===== src/rtl/calc_operand_entry.sv =====
// Operand/operator entry sequencer: sync + debounce two buttons, then step through A, OP, B capture.
// Latency: button edge to pulse 3 cycles (+DEBOUNCE_CYCLES with CALC_ENTRY_DEBOUNCE_EN), outputs 1 cycle later.
// Backpressure: none; presses are consumed as they arrive and all outputs are registered levels/strobes.
module calc_operand_entry #(
    parameter int DEBOUNCE_CYCLES = 1000000
) (
    input  logic       clk,
    input  logic       rst_n,
    input  logic [3:0] sw,
    input  logic       btn_next,
    input  logic       btn_clear,
    output logic [3:0] A,
    output logic [3:0] B,
    output logic [1:0] OP,
    output logic [1:0] stage,
    output logic       valid,
    output logic       new_result
);

    typedef enum logic [1:0] {
        S_A    = 2'b00,
        S_OP   = 2'b01,
        S_B    = 2'b10,
        S_DONE = 2'b11
    } state_t;

    // bit 0 = next, bit 1 = clear
    logic [1:0] btn_raw;
    logic [1:0] sync1, sync2;
    logic [1:0] lvl, lvl_q;
    logic [1:0] pulse;
    logic       next_p, clear_p;

    assign btn_raw = {btn_clear, btn_next};

    always_ff @(posedge clk or negedge rst_n) begin
        if (!rst_n) begin
            sync1 <= 2'b00;
            sync2 <= 2'b00;
        end else begin
            sync1 <= btn_raw;
            sync2 <= sync1;
        end
    end

`ifdef CALC_ENTRY_DEBOUNCE_EN
    localparam int CW = $clog2(DEBOUNCE_CYCLES + 1);
    localparam logic [CW-1:0] CNT_MAX = CW'(DEBOUNCE_CYCLES);

    for (genvar i = 0; i < 2; i++) begin : g_db
        logic [CW-1:0] cnt;
        logic          db;

        // Level only moves after DEBOUNCE_CYCLES consecutive disagreeing samples.
        always_ff @(posedge clk or negedge rst_n) begin
            if (!rst_n) begin
                cnt <= '0;
                db  <= 1'b0;
            end else if (sync2[i] == db) begin
                cnt <= '0;
            end else if (cnt == CNT_MAX) begin
                db  <= sync2[i];
                cnt <= '0;
            end else begin
                cnt <= cnt + 1'b1;
            end
        end

        assign lvl[i] = db;
    end
`else
    logic cfg_unused;
    assign cfg_unused = |DEBOUNCE_CYCLES;

    // Keeps the pulse timing identical in shape to the debounced build, minus the count.
    always_ff @(posedge clk or negedge rst_n) begin
        if (!rst_n) begin
            lvl <= 2'b00;
        end else begin
            lvl <= sync2;
        end
    end
`endif

    always_ff @(posedge clk or negedge rst_n) begin
        if (!rst_n) begin
            lvl_q <= 2'b00;
            pulse <= 2'b00;
        end else begin
            lvl_q <= lvl;
            pulse <= lvl & ~lvl_q;
        end
    end

    assign next_p  = pulse[0];
    assign clear_p = pulse[1];

    state_t     state_q, state_d;
    logic [3:0] a_d, b_d;
    logic [1:0] op_d;
    logic       valid_d, new_d;

    always_ff @(posedge clk or negedge rst_n) begin
        if (!rst_n) begin
            state_q    <= S_A;
            A          <= 4'h0;
            B          <= 4'h0;
            OP         <= 2'b00;
            valid      <= 1'b0;
            new_result <= 1'b0;
        end else begin
            state_q    <= state_d;
            A          <= a_d;
            B          <= b_d;
            OP         <= op_d;
            valid      <= valid_d;
            new_result <= new_d;
        end
    end

    // Clear has priority; a coincident next press is dropped.
    always_comb begin
        state_d = state_q;
        a_d     = A;
        b_d     = B;
        op_d    = OP;
        valid_d = valid;
        new_d   = 1'b0;
        if (clear_p) begin
            state_d = S_A;
            a_d     = 4'h0;
            b_d     = 4'h0;
            op_d    = 2'b00;
            valid_d = 1'b0;
        end else if (next_p) begin
            case (state_q)
                S_A: begin
                    a_d     = sw;
                    state_d = S_OP;
                end
                S_OP: begin
                    op_d    = sw[1:0];
                    state_d = S_B;
                end
                S_B: begin
                    b_d     = sw;
                    valid_d = 1'b1;
                    new_d   = 1'b1;
                    state_d = S_DONE;
                end
                S_DONE: begin
                    valid_d = 1'b0;
                    state_d = S_A;
                end
                default: state_d = S_A;
            endcase
        end
    end

    assign stage = state_q;

endmodule


===== config.mk =====
export PLATFORM = sky130hd
export DESIGN_NAME = calc_operand_entry
export DESIGN_NICKNAME = d
export VERILOG_FILES = /design/src/rtl/calc_operand_entry.sv
export SDC_FILE = /design/constraint.sdc
export NUM_CORES = 1
export LEC_CHECK = 0
export ABC_AREA = 1
export ABC_CLOCK_PERIOD_IN_PS = 1600
export BUFFER_PORTS_ARGS = -buffer_cell sky130_fd_sc_hd__buf_2
export CAP_MARGIN = 20
export CELL_PAD_IN_SITES_DETAIL_PLACEMENT = 0
export CELL_PAD_IN_SITES_GLOBAL_PLACEMENT = 1
export CORE_UTILIZATION = 39
export CTS_CLUSTER_DIAMETER = 30
export DETAILED_ROUTE_END_ITERATION = 6
export GPL_TIMING_DRIVEN = 1
export MAX_ROUTING_LAYER = met4
export PLACE_DENSITY = 0.79
export SYNTH_ARGS = -nofsm -noshare
export SYNTH_HDL_FRONTEND = slang
export SYNTH_SLANG_ARGS = --single-unit

===== constraint.sdc =====
create_clock -name clk -period 1.6 [get_ports clk]
set_clock_uncertainty 0.15 [all_clocks]
set_input_delay 0.24 -clock clk [delete_from_list [all_inputs] [get_ports clk]]
set_output_delay 0.24 -clock clk [all_outputs]
set_load 0.005 [all_outputs]

Word-level counts from Yosys, hierarchy flattened
Index checks and enable logic that the tools add are counted.

Equal/unequal tests: 3. Muxes and demuxes: 18. Bitwise operators: 2. Reduce and logical (&&, ||, !) cells: 10.

Operator list (number): 4-bit 2-to-1 mux (6); 2-bit 2-to-1 mux (5); 2-bit case mux with 4 select lines (1); 2-bit AND reduction (4); 2-bit nonzero test (4); 1-bit 2-to-1 mux (5); 2-bit == test, second input constant (2); 3-bit nonzero test (1); 2-bit AND (1); 2-bit by 1-bit == test with 1-bit output, second input constant (1); 2-bit logical NOT (1); 2-bit inverter (1); 1-bit case mux with 2 select lines (1).

Bits in registers: 24. Input port bits: 8. Output and inout bits: 14. Logic and storage cells: 44.

Depth between registers and ports, before layout
Gate-level depths: netlist (run 1).

Word-level depth: 4. Gate-level depth with buffers: 6. Mapped depth without buffers: 6.

Worst setup path before layout (run 1)
OpenSTA, ideal clock, no wires.

Path kind: reg-to-reg. Start point: register state_q[0], in the netlist stage[0]. End point: register B[0]. Setup time: 0.128 ns. Arrival time: 0.911 ns. Required time: 1.322 ns. Setup slack: 0.411 ns. Cell stages (with the launch flop): 6. Path buffers: 0. Period minus slack after synthesis: 1.189 ns. Cell sequence: dfrtp_1 inv_1 ha_1 nand2_1 nand3_1 o21ai_0.

Word-level cells in the longest chain between the ends: 3.

Ends and longest elaborated chain: start: declaration (line 98) `state_t state_q, state_d;`; start signal: assignment (line 112) `state_q <= state_d;`; 2-bit == test (line 136) `case (state_q)`; 2-bit nonzero test (no line); 2-bit AND reduction (no line); end signal: assignment (line 107) `B <= 4'h0;`; end signal: assignment (line 114) `B <= b_d;`; end: declaration (line 13) `output logic [3:0] B,`.

Every way passes these cells. A chain may end at the register's enable or synchronous reset.

Worst setup path after layout (run 1)
Start point: register state_q[0], in the netlist stage[0]. End point: register B[1].

Same word-level chain as after synthesis.

==> key figures, run 1 <==
Power and ir drop
  • Net Sw Power: between 0.3 and 0.4 mW
  • Power per cell area: between 1000 and 1500 nW/um^2
  • Worst vdd ir: about 570 uV
  • Internal power: between 0.9 and 1 mW
  • Switching share of power: 0.264
  • Combinational share of power: 0.175
  • Clock power share: 0.244
  • Share of power burned in registers: 0.581
  • Leak Pwr: between 0.6 and 0.7 nW

Timing
  • Worst slew pin tran: 0.523 ns
  • Final worst path period need: 1.32 ns
  • Tcrit/Tclk final: 0.827
  • TNS Setup: 0 ns
  • Final setup fails: 0
  • Peak Freq: between 700 and 800 MHz
  • Hold_ws: between 0.05 and 0.06 ns
  • Max-slew violations: 0
  • RSZ-0062 raised after global routing: no
  • Fin. Hold Viols: 0
  • Worst slew margin: 0.652

Synth
  • Synthesized instance count: 82
  • Post-synthesis compound-gate area fraction: 0.0444
  • Yosys top cell area share: 0.667
  • Synth Area in Adders: 0.0556
  • Sequential fraction of the synthesis area: 0.667
  • Mux share of post-synthesis cell area: 0
  • Syn_nets: 94
  • Largest family of logic cells by synthesized area: simple AND/OR/NAND/NOR gates
  • Synth Area in Simple Gates: 0.171
  • Yosys cell types: 11
  • Top cells by area, synth: dfrtp_1, nand3_1, nand2_1
  • Register bit total from synthesis: 24
  • Syn_area_per_cell: about 11 um^2
  • Post-Syn Area: between 900 and 1000 um^2
  • Yosys warns: 0
  • Xor and xnor area share after synthesis: 0
  • Synth area leader: dfrtp_1

Final layout
  • Flip-flop and latch area: 601 um^2
  • Synth-to-layout area growth: 22.6%
  • Commonest non-fill, non-tap cell in the layout: dfrtp_1
  • Ant. Diodes: 0
  • Fill cells: 216
  • Leading cell types in the layout, fill and taps excluded: dfrtp_1, buf_2, nand2_1
  • Fin nets: between 100 and 150
  • Post-Layout Cell Count: about 140
  • Multi-input gate area: approximately 240 um^2
  • Layout cells sized above 1: 0.245
  • Final Util: 0.504

Setup path
  • Largest stage delay, worst path: approximately 0.44 ns
  • Crit Path Category: flip-flop to flip-flop
  • Worst Path Max Fanout: 5
  • Crit start category: flip-flop
  • Worst setup EP type: flip-flop
  • Crit path DAT: 1.38 ns
  • CP Buf/Inv Count: 1
  • Critical Path, Cell by Cell: inv_1 -> ha_1 -> nand2_1 -> nand3_1 -> o21ai_0
  • Slowest CP cell: dfrtp_1
  • CP delay by family, top: flip-flops
  • Worst Path Required: around 1.7 ns

Run
  • Max-cap violations: 0

Global routing
  • Pin count of the biggest net entering global routing: 25
  • Vias in the first global route: a little under 600
  • Gr usage total: 0.151
  • Global-route wire length before repair: 2580 um
  • Initial antenna violation count: 0
  • Total gr overflow: 0

Min path
  • Worst Hold Class: primary input to flip-flop

Clocking
  • TritonCTS Buffers: 3
  • Maximum buffer depth of the clock tree: 2
  • Clk sink count: 24
  • Clock-pin slew on the worst setup and hold paths: ~0.12 ns
  • Post-CTS sizing: 0
  • CTS Root Cell: clkbuf_4
  • CTS H-Tree Depth: 1
  • CTS tree: yes
  • Worst-skew pair later-pin latency: about 0.3 ns

Floorplan
  • DIE AREA: roughly 2500 um^2
  • Floorplan row count: 17
  • Die H: roughly 50 um
  • I/O pin total: 22
  • Starting density of the core: 0.411
  • Die width: between 50 and 60 um
  • CORE AREA: approximately 2200 um^2

Detailed routing
  • Via density: about 4.6
  • Drc violations: 0
  • Initial DRC count: 9
  • Per-cell routed wire length: 11.2 um
  • Pre-antenna DRT Iters: 4
  • Vias: about 640
  • WL final: roughly 1500 um
  • Post-route ant nets: 0

Place
  • Placed Cells: between 100 and 150
  • DP HPWL: approximately 1100 um
  • Port buffer count: 21
  • RePlAce Congestion: 0.699

Outcome
  • Outcome: finished, final reports clean
==> state kept, by name (all words and copies together), names as in the netlist <==
register,cells
pulse,2
valid,1
OP,2
sync1,2
B,4
A,4
lvl,2
sync2,2
stage,2
lvl_q,2
new_result,1
==> routing by layer <==
metal	share of wire	global-route usage	routed length, um	vias up
met3	0.045	0.0370	70	4
met2	0.42	0.216	644	19
met5	0	-	0	-
li1	-	-	-	317
met1	0.51	0.183	788	295
met4	0.028	0.114	44	0
==> synth_stat cells <==
| cell type | instances |
|---|---|
| buf_6 | 2 |
| inv_1 | 8 |
| nand3_2 | 1 |
| ha_1 | 4 |
| inv_2 | 1 |
| nand3_1 | 13 |
| dfrtp_1 | 24 |
| o21ai_0 | 7 |
| nor2_1 | 5 |
| nand2_1 | 16 |
| a21oi_1 | 1 |
==> worst min-delay path: cells and delay by family <==
family                 cells  cell delay, ns
AO/OA/AOI/OAI              1            0.08
buffers and inverters      1            0.11
AND/OR/NAND/NOR            1            0.06
==> timing repair <==
item | CTS | global route
setup buffers | 0 | 0
endpoints found under the hold margin | 30 | 0
hold buffers | 5 | 0
==> kinds of logic after synthesis <==
logic type | Yosys count
AO/OA/AOI/OAI | 8
adder cells (fa/ha/maj) | 4
flip-flops | 24
AND/OR/NAND/NOR | 35
buffers and inverters | 11
==> worst paths after layout <==
path / start / to / depth (start not counted) / slack [ns]
worst max-delay path: stage[0] / B[1] / 5 / 0.28
worst min-delay path: sw[1] / OP[1] / 3 / 0.06
worst max register to register: stage[0] / B[1] / 5 / 0.28
worst min register to register: sync1[0] / sync2[0] / 0 / 0.21
max in group asynchronous: rst_n / lvl[0] / 2 / 0.67
min in group asynchronous: rst_n / OP[1] / 2 / 0.28
==> area by class of cell <==
type	count	area share
flip-flops and latches	24	0.544
multi-input cells	47	0.221
repair buffers	26	0.140
clock buffers	4	0.0328
well taps	28	0.0317
inverters	9	0.0306
==> through the flow <==
stage / area, um^2 / total power, mW / setup slack (ns)
after global placement: 1020 / 0.943 / 0.308
after global routing: 1100 / 1.34 / 0.159
final: 1100 / 1.25 / 0.276
after floorplan: 901 / 0.846 / 0.411
after CTS: 1100 / 1.27 / 0.266
after detailed placement: 1020 / 0.948 / 0.284
==> power groups by stage <==
stage / logic [mW] / registers [mW] / clock network, mW
after floorplan: 0.110 / 0.737 / 0
after global placement: 0.211 / 0.732 / 0
after detailed placement: 0.212 / 0.736 / 0
after CTS: 0.223 / 0.725 / 0.324
after global routing: 0.255 / 0.735 / 0.347
final: 0.219 / 0.724 / 0.305
Power figures use the tool's default switching activity.
==> run 2: changes to the inputs <==
--- a/config.mk
+++ b/config.mk
@@ -6,17 +6,17 @@
 export NUM_CORES = 1
 export LEC_CHECK = 0
 export ABC_AREA = 1
-export ABC_CLOCK_PERIOD_IN_PS = 1600
+export ABC_CLOCK_PERIOD_IN_PS = 1200
 export BUFFER_PORTS_ARGS = -buffer_cell sky130_fd_sc_hd__buf_2
 export CAP_MARGIN = 20
 export CELL_PAD_IN_SITES_DETAIL_PLACEMENT = 0
 export CELL_PAD_IN_SITES_GLOBAL_PLACEMENT = 1
-export CORE_UTILIZATION = 39
+export CORE_UTILIZATION = 35
 export CTS_CLUSTER_DIAMETER = 30
 export DETAILED_ROUTE_END_ITERATION = 6
 export GPL_TIMING_DRIVEN = 1
 export MAX_ROUTING_LAYER = met4
-export PLACE_DENSITY = 0.79
+export PLACE_DENSITY = 0.75
 export SYNTH_ARGS = -nofsm -noshare
 export SYNTH_HDL_FRONTEND = slang
 export SYNTH_SLANG_ARGS = --single-unit
==> constraint.sdc (replaced) <==
create_clock -name clk -period 1.2 [get_ports clk]
set_clock_uncertainty 0.15 [all_clocks]
set_input_delay 0.18 -clock clk [delete_from_list [all_inputs] [get_ports clk]]
set_output_delay 0.18 -clock clk [all_outputs]
set_load 0.005 [all_outputs]
==> key figures, run 2 (same netlist as run 1, synthesis figures left out) <==
Final layout
  • Multi-input gate area: 319 um^2 (was 244 um^2)
  • Flip-flop and latch area: 602 um^2 (was 601 um^2)
  • Fin nets: 138 (was 123)
  • Top Registers: A (4), B (4) (unchanged)
  • Layout cells sized above 1: 0.424 (was 0.245)
  • Synth-to-layout area growth: 49.9% (was 22.6%)
  • Fill cells: 209 (was 216)
  • Leading cell types in the layout, fill and taps excluded: dfrtp_1, buf_2, nand2_1 (unchanged)
  • Ant. Diodes: 0 (unchanged)
  • Commonest non-fill, non-tap cell in the layout: dfrtp_1 (unchanged)
  • Final Util: 0.550 (was 0.504)
  • Post-route cell area: 1350 um^2 (was 1100 um^2)

Timing
  • Worst slew margin: 0.657 (was 0.652)
  • RSZ-0062 raised after global routing: yes (was no)
  • Hold_ws: 0.205 ns (was 0.0561 ns)
  • Peak Freq: around 750 MHz
  • Max-slew violations: 0 (unchanged)
  • Worst slew pin tran: 0.514 ns (was 0.523 ns)
  • Final setup fails: 10 (was 0)
  • Final WS setup: -0.134 ns (was 0.276 ns)
  • Final worst path period need: around 1.3 ns
  • Tcrit/Tclk final: 1.11
  • TNS Setup: -0.517 ns (was 0 ns)
  • Fin. Hold Viols: 0 (unchanged)

Setup path
  • Crit Path Category: flip-flop to output pin (was flip-flop to flip-flop)
  • Reg2reg end: valid (was B[1])
  • Worst r2r path cells: 6 (was 5)
  • Worst Path Max Fanout: 3 (was 5)
  • Crit start category: flip-flop (unchanged)
  • FF-to-FF Start: stage[1] (was stage[0])
  • R2R setup slack: -0.10 ns (was 0.28 ns)
  • Worst setup EP type: output pin (was flip-flop)
  • Crit path DAT: 1.00 ns (was 1.38 ns)
  • Worst Path Required: 0.87 ns (was 1.65 ns)

Floorplan
  • Floorplan row count: 18 (was 17)
  • Die H: 52.7 um (was 50.1 um)
  • CORE AREA: 2450 um^2 (was 2190 um^2)
  • Starting density of the core: 0.367 (was 0.411)
  • Die width: 52.7 um (was 50.1 um)
  • DIE AREA: 2780 um^2 (was 2510 um^2)
  • I/O pin total: 22 (unchanged)

Global routing
  • Pin count of the biggest net entering global routing: 25 (unchanged)
  • Total gr overflow: 0 (unchanged)
  • Gr usage total: 0.141 (was 0.151)
  • Vias in the first global route: 627 (was 588)
  • Initial antenna violation count: 0 (unchanged)
  • Global-route wire length before repair: 2770 um (was 2580 um)

Detailed routing
  • Per-cell routed wire length: 11.2 um (about the same)
  • Initial DRC count: 10 (was 9)
  • Post-route ant nets: 0 (unchanged)
  • Vias: 687 (was 635)
  • Drc violations: 0 (unchanged)
  • Via density: 4.43 (was 4.60)
  • Pre-antenna DRT Iters: 4 (unchanged)
  • WL final: 1740 um (was 1550 um)

Place
  • RePlAce Congestion: 0.780 (was 0.699)
  • DP HPWL: 1110 um (was 1060 um)
  • DP Area: 1050 um^2 (was 1020 um^2)
  • Port buffer count: 21 (unchanged)

Clocking
  • Worst-skew pair later-pin latency: 0.31 ns (was 0.30 ns)
  • CTS tree: yes (unchanged)
  • Clock-pin slew on the worst setup and hold paths: 0.13 ns (was 0.12 ns)
  • Maximum buffer depth of the clock tree: 2 (unchanged)
  • CTS H-Tree Depth: 1 (unchanged)
  • Clk sink count: 24 (unchanged)
  • CTS Root Cell: clkbuf_4 (unchanged)
  • TritonCTS Buffers: 3 (unchanged)

Power and ir drop
  • Leak Pwr: 0.710 nW (was 0.610 nW)
  • Worst vdd ir: 968 uV (was 573 uV)
  • Power per cell area: 1540 nW/um^2 (was 1130 nW/um^2)

Outcome
  • Failing checks: negative setup slack
  • Outcome: finished, violations left (was finished, final reports clean)

Run
  • Max-cap violations: 0 (unchanged)

Min path
  • Worst Hold Class: primary input to async pin (was primary input to flip-flop)
## run 2: cell types whose count changed in the layout (fill, tap and decap cells not counted), sizes merged
| cell | before | now |
|---|---|---|
| buf | 21 | 34 |
| bufinv | 0 | 1 |
| dlygate4sd3 | 5 | 7 |
| clkbuf | 4 | 3 |
## run 2: where the power goes
part | total (mW) | switching [mW] | leakage, nW | internal, mW
Sequential | 0.966 | 0.0627 | 0.307 | 0.903
Combinational | 0.538 | 0.237 | 0.375 | 0.301
Clock | 0.574 | 0.236 | 0.0279 | 0.337
Total | 2.08 | 0.536 | 0.710 | 1.54
## run 2: timing repair
item / CTS / global route
hold buffers: 7 / 0
hold endpoints to repair: 34 / 0
pin swaps: 0 / 2
setup buffers: 1 / 8
resized for setup: 11 / 18
setup endpoints to repair: 12 / 23
gates cloned: 0 / 0
## run 2: worst max-delay path: stages (launching register included)
cell     delay [ns]
dfrtp_1        0.45
buf_6          0.14
buf_6          0.10
## run 2: final cells by class
class / count / area share
inverter: 9 / 0.0287
multi-input combinational: 47 / 0.236
clock buffer: 3 / 0.0167
sequential: 24 / 0.446
clock inverter: 1 / 0.0222
timing repair buffer: 41 / 0.222
tap: 30 / 0.0278
## run 2: per-layer routing
layer	share of wire	routed length (um)	track usage
met1	0.51	879	0.206
met2	0.45	786	0.194
met3	0.033	57	0.0174
met4	0.0075	13	0.0658
met5	0	0	-
## run 2: through the flow
step,cells,worst slack [ns],power [mW]
final,155,-0.134,2.08
after floorplan,82,0.0111,1.13
after detailed placement,135,-0.0873,1.29
after global placement,135,-0.0456,1.29
after global routing,155,-0.153,2.19
after CTS,147,-0.107,1.96
## run 2: worst max path at each step
stage,from,end,slack (ns),cells past startpoint
2_1_floorplan,stage[0],B[0],0.01,5
3_3_place_gp,stage[0],B[0],-0.05,5
3_5_place_dp,stage[0],B[1],-0.09,5
4_1_cts,stage[1],stage[1],-0.11,2
5_1_grt,stage[1],stage[1],-0.15,2
6_report,stage[1],stage[1],-0.13,2
==> run 3: changes to the inputs <==
--- a/config.mk
+++ b/config.mk
@@ -17,6 +17,7 @@
 export GPL_TIMING_DRIVEN = 1
 export MAX_ROUTING_LAYER = met4
 export PLACE_DENSITY = 0.75
+export SKIP_CTS_REPAIR_TIMING = 1
 export SYNTH_ARGS = -nofsm -noshare
 export SYNTH_HDL_FRONTEND = slang
 export SYNTH_SLANG_ARGS = --single-unit
==> constraint.sdc (replaced) <==
create_clock -name clk -period 1.2 [get_ports clk]
set_clock_uncertainty 0.15 [all_clocks]
set_input_delay 0.18 -clock clk [delete_from_list [all_inputs] [get_ports clk]]
set_output_delay 0.18 -clock clk [all_outputs]
set_load 0.1 [all_outputs]
==> key figures, run 3 (same netlist as run 1, synthesis figures left out) <==
Setup path
  • Slowest CP cell: dfrtp_4 (was dfrtp_1)
  • Crit Path Category: flip-flop to output pin (unchanged)
  • CP delay by family, top: flip-flops (unchanged)
  • Largest stage delay, worst path: 0.53 ns (was 0.45 ns)
  • Worst setup EP type: output pin (unchanged)
  • Worst Path Max Fanout: 4 (was 3)
  • CP Buf/Inv Count: 2 (unchanged)
  • Crit start category: flip-flop (unchanged)
  • Crit path DAT: 1.13 ns (was 1.00 ns)
  • Critical Path, Cell by Cell: buf_6 -> buf_12 (was buf_6 -> buf_6)
  • Worst Path Required: 0.87 ns (about the same)

Power and ir drop
  • Power per cell area: 1900 nW/um^2 (was 1540 nW/um^2)
  • Worst vdd ir: 1300 uV (was 968 uV)
  • Leak Pwr: 0.731 nW (was 0.710 nW)

Final layout
  • Ant. Diodes: 0 (unchanged)
  • Synth-to-layout area growth: 75.0% (was 49.9%)
  • Top Registers: A (4), B (4) (unchanged)
  • Post-Layout Cell Count: 151 (was 155)
  • Leading cell types in the layout, fill and taps excluded: buf_12, dfrtp_2, nand2_1 (was dfrtp_1, buf_2, nand2_1)
  • Layout cells sized above 1: 0.595 (was 0.424)
  • Fill cells: 196 (was 209)
  • Commonest non-fill, non-tap cell in the layout: buf_12 (was dfrtp_1)
  • Final Util: 0.642 (was 0.550)
  • Flip-flop and latch area: 624 um^2 (was 602 um^2)
  • Multi-input gate area: 369 um^2 (was 319 um^2)
  • Fin nets: 134 (was 138)

Timing
  • Worst slew pin tran: 0.505 ns (was 0.514 ns)
  • RSZ-0062 raised after global routing: yes (unchanged)
  • Peak Freq: 685 MHz (was 749 MHz)
  • TNS Setup: -3.24 ns (was -0.517 ns)
  • Tcrit/Tclk final: 1.22 (was 1.11)
  • Max-slew violations: 0 (unchanged)
  • Final setup fails: 28 (was 10)
  • Final worst path period need: 1.46 ns (was 1.33 ns)
  • Hold_ws: 0.0178 ns (was 0.205 ns)
  • Worst slew margin: 0.664 (was 0.657)
  • Fin. Hold Viols: 0 (unchanged)
  • Final WS setup: -0.260 ns (was -0.134 ns)

Min path
  • Worst Hold Class: primary input to flip-flop (was primary input to async pin)

Global routing
  • Gr usage total: 0.148 (was 0.141)
  • Total gr overflow: 0 (unchanged)
  • Pin count of the biggest net entering global routing: 25 (unchanged)
  • Global-route wire length before repair: 2820 um (was 2770 um)
  • Vias in the first global route: 616 (was 627)
  • Initial antenna violation count: 0 (unchanged)

Detailed routing
  • Initial DRC count: 3 (was 10)
  • Post-route ant nets: 0 (unchanged)
  • Via density: 4.53 (was 4.43)
  • WL final: 1790 um (was 1740 um)
  • Per-cell routed wire length: 11.9 um (was 11.2 um)
  • Drc violations: 0 (unchanged)
  • Pre-antenna DRT Iters: 2 (was 4)
  • Vias: 684 (was 687)

Clocking
  • Clk sink count: 24 (unchanged)
  • Worst-skew pair later-pin latency: 0.31 ns (about the same)
  • Maximum buffer depth of the clock tree: 2 (unchanged)
  • CTS H-Tree Depth: 1 (unchanged)
  • CTS Root Cell: clkbuf_4 (unchanged)
  • Clock-pin slew on the worst setup and hold paths: 0.13 ns (about the same)
  • CTS tree: yes (unchanged)
  • TritonCTS Buffers: 3 (unchanged)

Floorplan
  • Starting density of the core: 0.367 (unchanged)
  • Floorplan row count: 18 (unchanged)
  • I/O pin total: 22 (unchanged)
  • DIE AREA: 2780 um^2 (unchanged)
  • Die width: 52.7 um (unchanged)
  • CORE AREA: 2450 um^2 (unchanged)
  • Die H: 52.7 um (unchanged)

Outcome
  • Outcome: finished, violations left (unchanged)
  • Failing checks: negative setup slack (unchanged)

Place
  • RePlAce Congestion: 0.733 (was 0.780)
  • Port buffer count: 21 (unchanged)
  • Setup Slack @ Placement: -0.0693 ns (was -0.0873 ns)
  • DP HPWL: 1250 um (was 1110 um)
  • Placed Cells: 136 (was 135)

Run
  • Max-cap violations: 0 (unchanged)
run 3: power breakdown:
group | total (mW) | internal [mW] | switching (mW)
sequential | 1.04 | 0.927 | 0.108
clock | 0.572 | 0.338 | 0.234
combinational | 1.40 | 0.542 | 0.853
total | 3.00 | 1.81 | 1.20
run 3: worst paths after layout:
| kind | startpoint | end | slack, ns | depth (start not counted) |
|---|---|---|---|---|
| min | sw[0] | B[0] | 0.02 | 3 |
| max in group asynchronous | rst_n | stage[0] | 0.30 | 2 |
| max reg2reg | stage[0] | B[2] | -0.17 | 7 |
| min reg2reg | sync1[0] | sync2[0] | 0.21 | 0 |
| max | stage[1] | stage[1] | -0.26 | 2 |
| min in group asynchronous | rst_n | new_result | 0.21 | 2 |
run 3: layout make-up:
cell class / count / share of cell area
clock inverters: 1 / 0.0190
repair buffers: 37 / 0.288
flip-flops and latches: 24 / 0.396
well taps: 30 / 0.0238
multi-input cells: 47 / 0.234
clock buffers: 3 / 0.0143
inverters: 9 / 0.0246
run 3: worst register-to-register path, cell delays in order, from the launching register on:
cell and delay, ns:
dfrtp_4 0.50, buf_4 0.17, inv_4 0.08, ha_4 0.17
nand3_4 0.08, inv_2 0.08, nand2_1 0.05, nand2_1 0.05
run 3: per-stage QoR:
stage	instance area [um^2]	power (mW)
2_1_floorplan	988	1.82
4_1_cts	1410	2.89
5_1_grt	1580	3.13
3_3_place_gp	1360	2.30
6_report	1580	3.00
3_5_place_dp	1360	2.32
run 3: metal layers:
metal	part of all wire	GRT usage	up-vias
li1	-	-	340
met1	0.43	0.182	323
met2	0.51	0.230	16
met3	0.027	0.0174	5
met4	0.036	0.0921	0
met5	0	-	-
